File: config.mk
export PLATFORM = sky130hd
export DESIGN_NAME = ltc2308_scan_flat
export DESIGN_NICKNAME = d
export VERILOG_FILES = /design/src/rtl/ltc2308_scan_if.sv /design/src/rtl/ltc2308_scan.sv /design/src/flat_wrapper.sv
export SDC_FILE = /design/constraint.sdc
export NUM_CORES = 1
export LEC_CHECK = 0
export CORE_UTILIZATION = 30
export CTS_CLUSTER_DIAMETER = 50
export DETAILED_ROUTE_END_ITERATION = 8
export MAX_ROUTING_LAYER = met4
export PLACE_DENSITY = 0.53
export SYNTH_ARGS = -nofsm -noshare
export SYNTH_HDL_FRONTEND = slang
export SYNTH_SLANG_ARGS = --single-unit
File: constraint.sdc
create_clock -name clk -period 3.69 [get_ports clk]
set_input_delay 0.738 -clock clk [delete_from_list [all_inputs] [get_ports clk]]
set_output_delay 0.738 -clock clk [all_outputs]
set_load 0.01 [all_outputs]
File: src/rtl/ltc2308_scan_if.sv
// Per-sample result strobe from the LTC2308 scanner to its consumers.
interface ltc2308_scan_if;
  logic        sample_valid;
  logic [2:0]  sample_ch;
  logic [11:0] sample_data;

  modport master (
    output sample_valid,
    output sample_ch,
    output sample_data
  );

  modport slave (
    input sample_valid,
    input sample_ch,
    input sample_data
  );
endinterface

File: src/rtl/ltc2308_scan.sv
// Masked round-robin scanner for the LTC2308 SPI ADC with a per-channel result bank.
module ltc2308_scan #(
  parameter int unsigned CLK_DIV     = 2,
  parameter int unsigned CONV_CYCLES = 80,
  parameter int unsigned CONVST_HIGH = 2,
  parameter int unsigned SD          = 1,
  parameter int unsigned CODING      = 1
) (
  input  logic             clk,
  input  logic             reset,
  input  logic             enable,
  input  logic [7:0]       ch_mask,
  output logic [7:0][11:0] data,
  ltc2308_scan_if.master   smp,
  output logic             busy,
  output logic             ADC_CONVST,
  output logic             ADC_SCLK,
  output logic             ADC_DIN,
  input  logic             ADC_DOUT
);

  localparam int unsigned CNT_W      = 16;
  localparam int unsigned HALF_W     = 4;
  localparam int unsigned PHASE_W    = 5;
  localparam int unsigned PHASE_LAST = 23;
  localparam int unsigned WAIT_LAST  = CONV_CYCLES - CONVST_HIGH - 1;

  typedef enum logic [2:0] {
    S_IDLE,
    S_CONV,
    S_WAIT,
    S_SHIFT,
    S_DONE
  } state_t;

  state_t               state_q, state_d;
  logic [CNT_W-1:0]     cnt_q, cnt_d;
  logic [HALF_W-1:0]    half_q, half_d;
  logic [PHASE_W-1:0]   phase_q, phase_d;
  logic [2:0]           ch_q, ch_d;
  logic [2:0]           prev_ch_q, prev_ch_d;
  logic                 prime_q, prime_d;
  logic [11:0]          shreg_q, shreg_d;
  logic [7:0][11:0]     data_q, data_d;
  logic                 convst_q, convst_d;
  logic                 sclk_q, sclk_d;
  logic                 din_q, din_d;
  logic                 valid_q, valid_d;
  logic [2:0]           sch_q, sch_d;
  logic [11:0]          sdata_q, sdata_d;
  logic                 busy_q, busy_d;
  logic [5:0]           cfg_c;
  logic [3:0]           bit_idx_c;

  // Lowest set bit of the mask.
  function automatic logic [2:0] first_ch(input logic [7:0] m);
    logic [2:0] r;
    r = 3'd0;
    for (int i = 7; i >= 0; i--) begin
      if (m[i]) r = 3'(i);
    end
    return r;
  endfunction

  // Lowest set bit strictly above cur, wrapping to the lowest set bit.
  function automatic logic [2:0] next_ch(input logic [2:0] cur, input logic [7:0] m);
    logic [2:0] r;
    r = first_ch(m);
    for (int i = 7; i >= 0; i--) begin
      if (m[i] && (i > int'(cur))) r = 3'(i);
    end
    return r;
  endfunction

  // Config word for the channel programmed in this frame: {SD, odd, sel1, sel0, UNI, SLP}.
  assign cfg_c = {1'(SD), ch_q[0], ch_q[2], ch_q[1], 1'(CODING), 1'b0};

  // Next-state, datapath and pin values; pins are registered from the next state.
  always_comb begin
    state_d   = state_q;
    cnt_d     = cnt_q;
    half_d    = half_q;
    phase_d   = phase_q;
    ch_d      = ch_q;
    prev_ch_d = prev_ch_q;
    prime_d   = prime_q;
    shreg_d   = shreg_q;
    data_d    = data_q;
    valid_d   = 1'b0;
    sch_d     = sch_q;
    sdata_d   = sdata_q;
    convst_d  = 1'b0;
    sclk_d    = 1'b0;
    din_d     = 1'b0;
    busy_d    = 1'b0;
    bit_idx_c = 4'd0;

    case (state_q)
      S_IDLE: begin
        if (enable && (ch_mask != 8'd0)) begin
          state_d = S_CONV;
          cnt_d   = '0;
          ch_d    = first_ch(ch_mask);
          prime_d = 1'b1;
        end
      end
      S_CONV: begin
        if (cnt_q == CNT_W'(CONVST_HIGH)) begin
          state_d = S_WAIT;
          cnt_d   = '0;
        end else begin
          cnt_d = cnt_q + CNT_W'(1);
        end
      end
      S_WAIT: begin
        if (cnt_q == CNT_W'(WAIT_LAST)) begin
          state_d = S_SHIFT;
          half_d  = '0;
          phase_d = '0;
        end else begin
          cnt_d = cnt_q + CNT_W'(1);
        end
      end
      S_SHIFT: begin
        if (half_q == HALF_W'(CLK_DIV - 1)) begin
          half_d = '0;
          if (phase_q == PHASE_W'(PHASE_LAST)) begin
            state_d = S_DONE;
            // The priming frame shifts out a result nobody asked for.
            if (!prime_q) begin
              data_d[prev_ch_q] = shreg_q;
              valid_d           = 1'b1;
              sch_d             = prev_ch_q;
              sdata_d           = shreg_q;
            end
          end else begin
            phase_d = phase_q + PHASE_W'(1);
          end
        end else begin
          half_d = half_q + HALF_W'(1);
        end
      end
      S_DONE: begin
        prev_ch_d = ch_q;
        prime_d   = 1'b0;
        if (enable && (ch_mask != 8'd0)) begin
          state_d = S_CONV;
          cnt_d   = '0;
          ch_d    = next_ch(ch_q, ch_mask);
        end else begin
          state_d = S_IDLE;
        end
      end
      default: state_d = S_IDLE;
    endcase

    busy_d   = (state_d != S_IDLE);
    convst_d = (state_d == S_CONV) && (cnt_d != '0);
    sclk_d   = (state_d == S_SHIFT) && phase_d[0];
    if (state_d == S_WAIT) begin
      din_d = cfg_c[5];
    end else if (state_d == S_SHIFT) begin
      bit_idx_c = phase_d[4:1];
      if (bit_idx_c < 4'd6) din_d = cfg_c[3'(4'd5 - bit_idx_c)];
    end

    // Capture DOUT on the edge that raises SCLK.
    if (sclk_d && !sclk_q) shreg_d = {shreg_q[10:0], ADC_DOUT};
  end

  // State and output registers.
  always_ff @(posedge clk) begin
    if (reset) begin
      state_q   <= S_IDLE;
      cnt_q     <= '0;
      half_q    <= '0;
      phase_q   <= '0;
      ch_q      <= '0;
      prev_ch_q <= '0;
      prime_q   <= 1'b0;
      shreg_q   <= '0;
      data_q    <= '0;
      valid_q   <= 1'b0;
      sch_q     <= '0;
      sdata_q   <= '0;
      convst_q  <= 1'b0;
      sclk_q    <= 1'b0;
      din_q     <= 1'b0;
      busy_q    <= 1'b0;
    end else begin
      state_q   <= state_d;
      cnt_q     <= cnt_d;
      half_q    <= half_d;
      phase_q   <= phase_d;
      ch_q      <= ch_d;
      prev_ch_q <= prev_ch_d;
      prime_q   <= prime_d;
      shreg_q   <= shreg_d;
      data_q    <= data_d;
      valid_q   <= valid_d;
      sch_q     <= sch_d;
      sdata_q   <= sdata_d;
      convst_q  <= convst_d;
      sclk_q    <= sclk_d;
      din_q     <= din_d;
      busy_q    <= busy_d;
    end
  end

  assign data             = data_q;
  assign smp.sample_valid = valid_q;
  assign smp.sample_ch    = sch_q;
  assign smp.sample_data  = sdata_q;
  assign busy             = busy_q;
  assign ADC_CONVST       = convst_q;
  assign ADC_SCLK         = sclk_q;
  assign ADC_DIN          = din_q;

endmodule
File: src/flat_wrapper.sv
// flat-port wrapper written by rule: the top's interface ports become plain ports
module ltc2308_scan_flat 
#(
  parameter int unsigned CLK_DIV     = 2,
  parameter int unsigned CONV_CYCLES = 80,
  parameter int unsigned CONVST_HIGH = 2,
  parameter int unsigned SD          = 1,
  parameter int unsigned CODING      = 1
)
  (clk, reset, enable, ch_mask, data, busy, ADC_CONVST, ADC_SCLK, ADC_DIN, ADC_DOUT, smp_sample_valid, smp_sample_ch, smp_sample_data);
  ltc2308_scan_if smp_i ();
  input  logic clk;
  input  logic reset;
  input  logic enable;
  input  logic [7:0] ch_mask;
  output logic [7:0][11:0] data;
  output logic busy;
  output logic ADC_CONVST;
  output logic ADC_SCLK;
  output logic ADC_DIN;
  input  logic ADC_DOUT;
  output wire logic [$bits(smp_i.sample_valid)-1:0] smp_sample_valid;
  output wire logic [$bits(smp_i.sample_ch)-1:0] smp_sample_ch;
  output wire logic [$bits(smp_i.sample_data)-1:0] smp_sample_data;
  assign smp_sample_valid = smp_i.sample_valid;
  assign smp_sample_ch = smp_i.sample_ch;
  assign smp_sample_data = smp_i.sample_data;
  ltc2308_scan #(.CLK_DIV(CLK_DIV), .CONV_CYCLES(CONV_CYCLES), .CONVST_HIGH(CONVST_HIGH), .SD(SD), .CODING(CODING)) u_core (.clk(clk), .reset(reset), .enable(enable), .ch_mask(ch_mask), .data(data), .smp(smp_i), .busy(busy), .ADC_CONVST(ADC_CONVST), .ADC_SCLK(ADC_SCLK), .ADC_DIN(ADC_DIN), .ADC_DOUT(ADC_DOUT));
endmodule
; ---- Word-level counts from Yosys, hierarchy flattened
; Index checks and enable logic that the tools add are counted.
[word_totals]
output_inout_bits = 116
in_bits = 12
reg_bits = 163
elab_cells = 128
[classes]
n_bitwise = 4
reduce_logical = 25
n_eq_ne = 14
add_sub_neg = 4
n_lt_le_gt_ge = 11
muxes = 47
[ops]
columns = op, n
row1 = 96-bit bitwise mux, 1
row2 = 3-bit two-way mux, 22
row3 = 16-bit two-way mux, 3
row4 = 16-bit case mux with 3 select lines, 1
row5 = 12-bit demux with 3-bit select, 1
row6 = "16-bit by 1-bit adder with 16-bit output, second input constant", 1
row7 = "16-bit by 2-bit == test with 1-bit output, second input constant", 1
row8 = "16-bit by 7-bit == test with 1-bit output, second input constant", 1
row9 = 16-bit nonzero test, 1
row10 = 5-bit two-way mux, 3
row11 = 3-bit case mux with 5 select lines, 1
row12 = "3-bit by 2-bit == test with 1-bit output, second input constant", 4
row13 = "3-bit greater-than comparator, first input constant", 4
row14 = 1-bit logical AND, 12
row15 = 12-bit two-way mux, 1
row16 = 5-bit case mux with 2 select lines, 1
row17 = "3-bit by 4-bit less-than comparator with 1-bit output, second input constant", 2
row18 = 4-bit two-way mux, 2
row19 = 4-bit case mux with 2 select lines, 1
row20 = 8-bit nonzero test, 1
row21 = 1-bit two-way mux, 7
row22 = "3-bit by 1-bit == test with 1-bit output, second input constant", 2
row23 = "2-bit by 3-bit greater-than comparator with 1-bit output, first input constant", 2
row24 = "2-bit by 1-bit inequality test with 1-bit output, second input constant", 3
row25 = 22 further kinds, 27

; ---- Longest topological paths before layout
[logic_depth]
word_depth = 17
mapped_depth = 12
mapped_depth_nobuf = 10

; ---- Worst setup path after synthesis
; Ideal clock, no wire load.
[synth_path]
path_type = flip-flop to flip-flop
from = register u_core.cnt_q[0]
to = register u_core.shreg_q[10]
arrival_ps = 2580
path_slack_ps = 982
setup_time_ps = 128
synth_period_minus_slack_ps = 2708
stages_incl_launch_ff = 12
n_path_buf = 2
cell_sequence = dfxtp_1 -> inv_1 -> ha_1 -> or4b_1 -> nor4_4 -> nand3_2 -> and3_1 -> or4_1 -> buf_2 -> buf_6 -> mux2i_1 -> nor2_1
[synth_via]
elab_chain_cells = 6
[synth_rtl]
columns = element, line_no
row1 = "start, declared", ltc2308_scan.sv:37  ; logic [CNT_W-1:0] cnt_q, cnt_d;
row2 = "start signal, assigned", ltc2308_scan.sv:192  ; cnt_q <= cnt_d;
row3 = 16-bit by 7-bit == test with 1-bit output or 16-bit by 2-bit == test with 1-bit output (tied branches), "ltc2308_scan.sv:116, ltc2308_scan.sv:108"
row4 = "3-bit two-way mux, on equally long branches", "ltc2308_scan.sv:116, ltc2308_scan.sv:108"
row5 = 3-bit case mux with 5 select lines, ltc2308_scan.sv:98  ; case (state_q)
row6 = 3-bit by 2-bit == test with 1-bit output, ltc2308_scan.sv:159  ; sclk_d = (state_d == S_SHIFT) && phase_d[0];
row7 = 1-bit logical AND (*), ltc2308_scan.sv:159
row8 = 1-bit logical AND (*), ltc2308_scan.sv:168  ; if (sclk_d && !sclk_q) shreg_d = {shreg_q[10:0], ADC_DOUT};
row9 = "end signal, assigned", ltc2308_scan.sv:198  ; shreg_q <= shreg_d;
row10 = "end, declared", ltc2308_scan.sv:43  ; logic [11:0] shreg_q, shreg_d;
; Every way passes the cells marked *; elsewhere a longest branch is shown, timed or not.
; A chain may end at the register's enable or synchronous reset.

; ---- Worst setup path after layout
[layout_path]
from = register u_core.cnt_q[9]
to = register u_core.shreg_q[8]
; Same word-level chain as after synthesis.

==> key figures <==
Yosys
  • Commonest cells in the netlist: 163 x sky130_fd_sc_hd__dfxtp_1, 130 x sky130_fd_sc_hd__nand2_1, 118 x sky130_fd_sc_hd__nor2_1, 74 x sky130_fd_sc_hd__a21oi_1, 74 x sky130_fd_sc_hd__mux2i_1
  • Fraction of registers with async set or reset after synthesis: 0
  • Multiplexer share of the synthesized area: 0.110
  • Largest area contributor in the synthesized netlist: sky130_fd_sc_hd__dfxtp_1
  • Cell with the most instances after synthesis: sky130_fd_sc_hd__dfxtp_1
  • Post-synth EDFFs: 0
  • Gate Count Post-Synth: 783
  • Cell variety after synth: 62
  • Adder and majority gate portion of the synthesized area: 0.0112
  • Sequential element share of the synthesized area: 0.486
  • Synthesized area per cell: 8.57 sq um
  • Leading cell types by total area after synthesis: sky130_fd_sc_hd__dfxtp_1 49%, sky130_fd_sc_hd__mux2i_1 11%, sky130_fd_sc_hd__nand2_1 7.3%, sky130_fd_sc_hd__nor2_1 6.6%, sky130_fd_sc_hd__a21oi_1 5.5%
  • Post-Synthesis Cell Area: 6710 sq um
  • Combinational family with the most area after synthesis: simple AND/OR/NAND/NOR gates
  • Compound-cell area share of the yosys netlist: 0.122
  • Yosys synthesis warning count: 0
  • Synth Area in XOR/XNOR: 0
  • Net count after synthesis: ~800
  • Simple-gate portion of the synthesized area: 0.231
  • Post-synthesis register bit count: approximately 160
  • Portion of synthesized cell area occupied by the leading cell type: 0.486
  • Commonest register cell after synthesis: sky130_fd_sc_hd__dfxtp_1

Worst setup path
  • Required time of the worst setup path: 3.97 ns
  • Classification of the worst setup path: reg2reg
  • Number of cells traversed by the worst register-to-register path: 9
  • Worst R2R Setup Slack: 0.56 ns
  • CP startpoint kind: flop
  • Endpoint type of the worst setup path: flop
  • Worst-path fanout max: 12
  • Startpoint of the worst-slack reg-to-reg timing path: u_core.cnt_q[9]
  • Data arrival time of the worst path: approximately 3.4 ns
  • R2r endpoint: u_core.shreg_q[8]

Timing
  • Final Max Tran Viols: 0
  • Final hold violation count: 0
  • Setup violation total in the final timing report: 0
  • Transition time at the pin with the least slew margin: 0.909 ns
  • RSZ-0062 raised after global routing: false
  • Max Fclk: 319 MHz
  • Final worst path period share: 0.850
  • Skew final: 0.0120 ns
  • Hold WS: 0.453 ns
  • Time the final worst path needs with I/O delays and setup: 3.13 ns
  • Setup tns final: 0 ns
  • Relative slew slack: 0.394

Floorplanning
  • Die width: 152 um
  • Core area: 21900 sq um
  • Top Ports: 128
  • Die extent in y: 152 um
  • Die Outline Area: around 23000 sq um
  • Initial cell density of the core: 0.307
  • Cell Rows: 54

Route
  • Initial DRT Pass Iterations: 7
  • Total length of routed wires: 19400 um
  • Number of remaining DRC errors: 0
  • Antenna Violating Nets Remaining: 0
  • Number of DRC markers after the initial detailed-route iteration: 380
  • Vias per cell: roughly 4.8
  • Vias after detailed routing: 5750
  • Routed length per instance: 16.3 um

CTS
  • Clock edge transition at the registers on the reported setup and hold paths: 0.07 ns
  • Clock tree from TritonCTS: yes
  • Clk sink count: 163
  • Number of buffers added to fix hold violations after cts: 0
  • Clock latency on the worst-skew pair: 0.43 ns
  • Root buffer selected by CTS: sky130_fd_sc_hd__clkbuf_16
  • CTS resizes: 0
  • Clock buffers created by TritonCTS: 17
  • Post-CTS setup buffer count: 0
  • Number of levels the H-tree was split into: 4
  • Clock buffer depth: 2

GRT
  • Wire length of the first global-routing pass: 29400 um
  • Largest net degree at the start of global routing: 82
  • Overall global routing resource usage: 0.176
  • Residual overflow from global routing: 0
  • Number of global-route vias before repair: 5109
  • Antenna violations before repair: 1

Run status
  • Run status: complete, no violations

Power
  • Total power after layout: 0.00379 W
  • Power per standard cell area: roughly 430 nW/um^2
  • Worst IR drop on VDD: 0.309 mV
  • Static Leakage: about 3.3 nW

Min path
  • Path category of the worst min-delay check: reg2reg
  • HP Start: u_core.data[14]
  • Worst-case hold path end point: u_core.data[14]
  • Hold-critical path depth: 2

Cells and area
  • Share of layout cells above drive strength 1: 0.0740
  • Layout Cells excl Fill: 1186
  • Synth-to-Final Area Change: 32.4%
  • Number of nets in the final layout: 910
  • Post-route cell area: 8880 sq um

Place
  • Placer's final routability congestion estimate: 0.833
  • Placed Cells incl. Taps: 1153
  • Count of buffers inserted at the top-level ports: 127
  • HPWL after detailed placement: around 13000 um
  • Standard cell area after detailed placement: 8260 sq um

Run
  • Number of maximum-capacitance constraint violations: 0
-- through the flow --
stage	utilization	setup WS [ns]
6_report	0.406	0.555
2_1_floorplan	-	0.982
4_1_cts	0.406	0.587
3_5_place_dp	0.378	0.424
3_3_place_gp	0.378	0.496
5_1_grt	0.406	0.341
-- state kept, by name (all words and copies together) (netlist names), 3 cells and up --
register                cells
u_core.shreg_q             12
u_core.data                96
u_core.smp.sample_ch        3
u_core.half_q               4
u_core.phase_q              5
u_core.ch_q                 3
u_core.prev_ch_q            3
u_core.smp.sample_data     12
u_core.cnt_q               16
u_core.state_q              3
-- routing by layer --
layer | up-vias | track usage | part of all wire | routed length (um)
li1 | 2902 | - | - | -
met1 | 2678 | 0.240 | 0.50 | 9630
met2 | 150 | 0.243 | 0.42 | 8220
met3 | 20 | 0.0527 | 0.061 | 1190
met4 | 0 | 0.0624 | 0.017 | 328
met5 | - | - | 0 | 0
-- worst max-delay path: stages, from the launching register on --
cell	delay (ns)
sky130_fd_sc_hd__dfxtp_1	0.40
sky130_fd_sc_hd__or4_4	0.58
sky130_fd_sc_hd__nor4_2	0.44
sky130_fd_sc_hd__o21bai_1	0.34
sky130_fd_sc_hd__a21o_1	0.27
sky130_fd_sc_hd__a21oi_1	0.30
sky130_fd_sc_hd__or4_1	0.17
sky130_fd_sc_hd__buf_4	0.23
sky130_fd_sc_hd__mux2i_1	0.21
sky130_fd_sc_hd__nor2_1	0.05
-- cell type report --
class                           count  area, sq um
Clock inverter                     14          179
Clock buffer                       18          439
Antenna cell                        1         2.50
Tap cell                          280          350
Sequential cell                   163         3260
Fill cell                        2262        13000
Inverter                            9         33.8
Timing Repair Buffer              146         1420
Multi-Input combinational cell    555         3190
-- kinds of logic (layout without fill, tap and decap cells) --
| family | after synthesis | after routing |
|---|---|---|
| compound gates | 139 | 139 |
| fa+ha+maj | 6 | 6 |
| buf+inv | 65 | 187 |
| flops | 163 | 163 |
| mux | 74 | 74 |
| other cells | 0 | 1 |
| simple gates | 336 | 336 |
-- where the power goes --
group	internal [W]	switching [W]
Sequential	0.00177	0.0000108
Clock	0.00105	0.000814
Combinational	0.0000550	0.0000943
-- placed cells by master (no fill, tap or decap), drive strengths merged, types with 3 or more instances in the layout --
cell type	synthesis	routed
nor3	7	7
nor2b	14	14
nand4b	3	3
nor4	5	5
a31o	3	3
a21oi	74	74
o21a	4	4
nor3b	6	6
inv	9	19
a31oi	7	7
nand4	5	5
or2	3	3
o21ai	19	19
clkbuf	48	18
o21bai	5	5
nor2	118	118
buf	8	20
nand3	13	13
or4	5	5
mux2i	74	74
dfxtp	163	163
clkdlybuf4s50	0	126
ha	6	6
and3	6	6
or3	6	6
o22ai	4	4
nand2	130	130
nand2b	5	5
-- how the worst max path moves through the flow --
stage               startpoint            endpoint  slack (ns)  cells after the start
2_1_floorplan  u_core.cnt_q[0]  u_core.shreg_q[10]        0.98                     11
3_3_place_gp        ch_mask[5]   u_core.ADC_CONVST        0.50                      9
3_5_place_dp        ch_mask[5]   u_core.ADC_CONVST        0.42                      9
4_1_cts        u_core.cnt_q[9]   u_core.shreg_q[8]        0.59                      9
5_1_grt        u_core.cnt_q[9]   u_core.shreg_q[9]        0.34                      9
6_report       u_core.cnt_q[9]   u_core.shreg_q[8]        0.56                      9
Note: power is estimated with default switching activity, not from simulation.
